--- config.mk ---
export PLATFORM = sky130hd
export DESIGN_NAME = sap1_fetch_unit
export DESIGN_NICKNAME = d
export VERILOG_FILES = /design/src/rtl/sap1_fetch_unit.sv
export SDC_FILE = /design/constraint.sdc
export NUM_CORES = 1
export LEC_CHECK = 0
export CORE_MARGIN = 2
export CORE_UTILIZATION = 40
export DETAILED_ROUTE_END_ITERATION = 6
export PLACE_DENSITY = 0.76
export SYNTH_ARGS = -nofsm -noshare
export SYNTH_HDL_FRONTEND = slang
export SYNTH_SLANG_ARGS = --single-unit
export TNS_END_PERCENT = 1
--- constraint.sdc ---
create_clock -name clk -period 1.9 [get_ports clk]
set_clock_uncertainty 0.05 [all_clocks]
set_input_delay 0.38 -clock clk [delete_from_list [all_inputs] [get_ports clk]]
set_output_delay 0.38 -clock clk [all_outputs]
set_load 0.03 [all_outputs]
--- src/rtl/sap1_fetch_unit.sv ---
// SAP-1 instruction fetch stage: owns PC, MAR and IR, sequences the RAM read,
// and lends the RAM port to the execute stage while an instruction is held.
module sap1_fetch_unit #(
  parameter logic [3:0] RESET_PC   = 4'h0,
  parameter logic [3:0] HLT_OPCODE = 4'hF
) (
  input  logic       clk,
  input  logic       rst_n,
  input  logic       run,
  output logic [3:0] mem_addr,
  output logic       mem_en,
  input  logic [7:0] mem_data,
  output logic       instr_valid,
  output logic [3:0] opcode,
  output logic [3:0] operand,
  input  logic       exec_done,
  input  logic       pc_load,
  input  logic [3:0] pc_load_val,
  input  logic       exec_mem_rd,
  input  logic [3:0] exec_addr,
  output logic [3:0] pc,
  output logic       halted
);

  typedef enum logic [2:0] {
    IDLE = 3'd0,
    ADDR = 3'd1,
    READ = 3'd2,
    EXEC = 3'd3,
    HALT = 3'd4
  } state_t;

  state_t     state_reg;
  logic [3:0] pc_reg;
  logic [3:0] mar_reg;
  logic [7:0] ir_reg;

  always_ff @(posedge clk or negedge rst_n) begin
    if (!rst_n) begin
      state_reg <= IDLE;
      pc_reg    <= RESET_PC;
      mar_reg   <= 4'h0;
      ir_reg    <= 8'h00;
    end else begin
      unique case (state_reg)
        IDLE: begin
          if (run) state_reg <= ADDR;
        end
        ADDR: begin
          mar_reg   <= pc_reg;
          state_reg <= READ;
        end
        READ: begin
          // The only cycle the RAM is enabled for fetch, so IR never sees Z.
          ir_reg    <= mem_data;
          pc_reg    <= pc_reg + 4'd1;
          state_reg <= (mem_data[7:4] == HLT_OPCODE) ? HALT : EXEC;
        end
        EXEC: begin
          if (exec_done) begin
            if (pc_load) pc_reg <= pc_load_val;
            state_reg <= run ? ADDR : IDLE;
          end
        end
        HALT: begin
          state_reg <= HALT;
        end
        default: begin
          state_reg <= IDLE;
        end
      endcase
    end
  end

  // Status outputs decode the state register, so they clear with the async reset.
  assign instr_valid = (state_reg == EXEC);
  assign halted      = (state_reg == HALT);
  assign opcode      = ir_reg[7:4];
  assign operand     = ir_reg[3:0];
  assign pc          = pc_reg;

  always_comb begin
    mem_en   = 1'b0;
    mem_addr = mar_reg;
    unique case (state_reg)
      READ: begin
        mem_en = 1'b1;
      end
      EXEC: begin
        if (exec_mem_rd) begin
          mem_en   = 1'b1;
          mem_addr = exec_addr;
        end
      end
      default: begin
        mem_en = 1'b0;
      end
    endcase
  end

endmodule

==> out/results.ini <==
[run_status]
status=complete, no violations

[synth]
synth-seq-cells=19
yosys_warnings=0
synth_nets=99
synthMuxAreaShare=0.2046
seq_area_frac_synth=0.4859
synth_top_area_share=0.4859
synth_top_cell_by_area=dfrtp_1
synth-simple-area-share=0.1292
synth-compound-area-share=0.1266
synthCells=76
synth_top_family_by_area=multiplexers
synth_fa_ha_area_frac=0.01279
synth_xor_area_frac=0
syn-mean-instance-area_um2=12.87
netlist_area_um2=978.4
synth_cell_type_count=32
netlist_top_cells_area=dfrtp_1 (49%), mux2_2 (18%), nand2_4 (2.3%)

[drt]
vias=801
postRouteAntennaNets=0
drt_iter0_markers=9
firstDrtPassIters=4
routed_wl_mm=2.227
vias_per_cell=5.168
drc_errors=0
wl_per_cell_um=14.37

[final_layout]
layout_common_cells=clkdlybuf4s50_1 (30), dfrtp_1 (19), mux2_2 (15)
nets=151
utilization=0.6687
antennaDiodeCount=0
synthToLayoutAreaGrowth_pct=54.09
drive_gt1_frac=0.3622
largest_reg_flops=8
fin_cells=155
final_common_cell=clkdlybuf4s50_1

[clock_tree]
clkTransAtPathRegs_ns=0.12
cts_max_level=1
cts.sinks=19
numCtsBuffers=3
cts_tree=done
root_buffer=clkbuf_4
cts_buffer_depth=2
clock_latency_ns=0.31

[worst_setup_path]
regToRegEndpoint=mar_reg[0]
path_delay_family=flip-flops
critPathKind=reg -> out
slowest_delay_ns=0.40
r2r_slack_ns=0.40
cp_max_fo=5
r2r-start=state_reg[0]
worstPathCellList=nand3b_4, inv_4, nand2_4, mux2_4, buf_6
cp-start-kind=flip-flop
endpoint_kind=output pin
worstRegToRegCells=4
path_buf_inv=2
cp_slowest_cell=dfrtp_1
worstPathArrival_ns=1.46
cp_data_required_time_ns=1.47
cp-startpoint=state_reg[2]

[floorplanning]
coreArea_mm2=0.002255
start_util=0.4340
io_pins=41
die_h_um=53.46
rows=17
dieArea_mm2=0.002858
die_w_um=53.46

[timing]
grt_setup_unrepaired=true
worst_slack_ns=0.005841
slew_violations=0
hold_violations=0
tightest_slew_ns=0.3192
tns_ns=0
fmax_ghz=0.5279
max_slew_margin=0.7817
fin_crit_ns=1.894
finalSetupViolations=0
min_period_over_period=0.9969

[place]
dpl_worst_slack_ns=-0.3898
dp.cells=148
place.gp.congestion=0.7787
dpl.hpwl_mm=1.663
port_buffers=40

[flow_run]
cap_violations=0

[global_routing]
grt_pass1_vias=832
overflow=0
grt_pass1_wl_mm=3.663
antenna_found_initial=0
track_usage=0.1856
grt_max_degree=20

[worst_hold_path]
min_path_type=in -> async

[power_and_ir_drop]
power.density_mw_per_mm2=1854
leakagePower_nw=0.6748
ir_worst_vdd_v=0.0009698

how the worst max path moves through the flow:
stage	to	cells past startpoint
global placement	mem_addr[3]	4
finish	mem_addr[0]	5
CTS	mem_en	5
detailed placement	mem_addr[0]	4
floorplan	halted	2
global route	mem_addr[0]	5
cell families (layout without fill, tap and decap cells):
group,count (synthesis),after routing
simple gates,15,15
compound gates,16,16
buf+inv,7,58
flops,19,19
mux,18,18
fa+ha+maj,1,1
cell type report:
type / count / area, um2
clock buffers: 3 / 22.52
clock inverters: 1 / 5.005
fillers: 198 / 747.0
inverters: 5 / 21.27
multi-input cells: 50 / 471.7
flip-flops and latches: 19 / 475.5
well taps: 28 / 35.03
repair buffers: 49 / 476.7
per-stage QoR:
| step | power (mW) | hold slack [ns] | area (um2) |
|---|---|---|---|
| 2_1_floorplan | 1.871 | 0.03441 | 978.4 |
| 3_3_place_gp | 2.458 | 0.4382 | 1433 |
| 3_5_place_dp | 2.501 | 0.4419 | 1433 |
| 4_1_cts | 2.764 | 0.3324 | 1479 |
| 5_1_grt | 2.971 | 0.3728 | 1508 |
| 6_report | 2.795 | 0.3374 | 1508 |
metal layers:
metal  GRT usage  part of all wire  wire (um)
met2      0.3230              0.52       1167
met1      0.1946              0.39        866
met3     0.05932             0.079        176
met4      0.1026            0.0072         16
met5           0                 0          0
synth_stat cells:
library cell and count:
nand2_4 2, a211oi_1 1, nand4_1 2, nor3b_1 2
o211ai_1 1, a22oi_1 1, mux2_2 16, nand2b_1 1
inv_1 3, a21boi_1 1, a21oi_1 3, a21bo_2 1
ha_1 1, inv_2 1, inv_4 1, buf_6 1
nor3_4 1, nand3_1 1, nand2_1 2, o21ai_0 2
a2111oi_0 1, a2bb2oi_1 1, a311oi_1 1, nand3b_4 1
nor2_1 2, buf_4 1, o311ai_0 1, o32ai_2 1
nor2b_4 1, o21bai_1 1, mux2i_1 2, dfrtp_1 19
repair_timing:
| item | 4_1_cts | 5_1_grt |
|---|---|---|
| setup endpoints to repair | 6 | 8 |
| hold buffers | 0 | 0 |
| gates cloned | 0 | 0 |
| endpoints found under the hold margin | 0 | 0 |
| setup buffers | 2 | 1 |
| resized for setup | 29 | 6 |
| pin swaps | 1 | 3 |
report_power, final:
part           switching, mW  leakage (nW)  internal, mW
combinational          0.946         0.438         0.896
sequential             0.138         0.219         0.603
clock                  0.133        0.0177        0.0786
No activity file was read; power rests on OpenSTA's default activity.
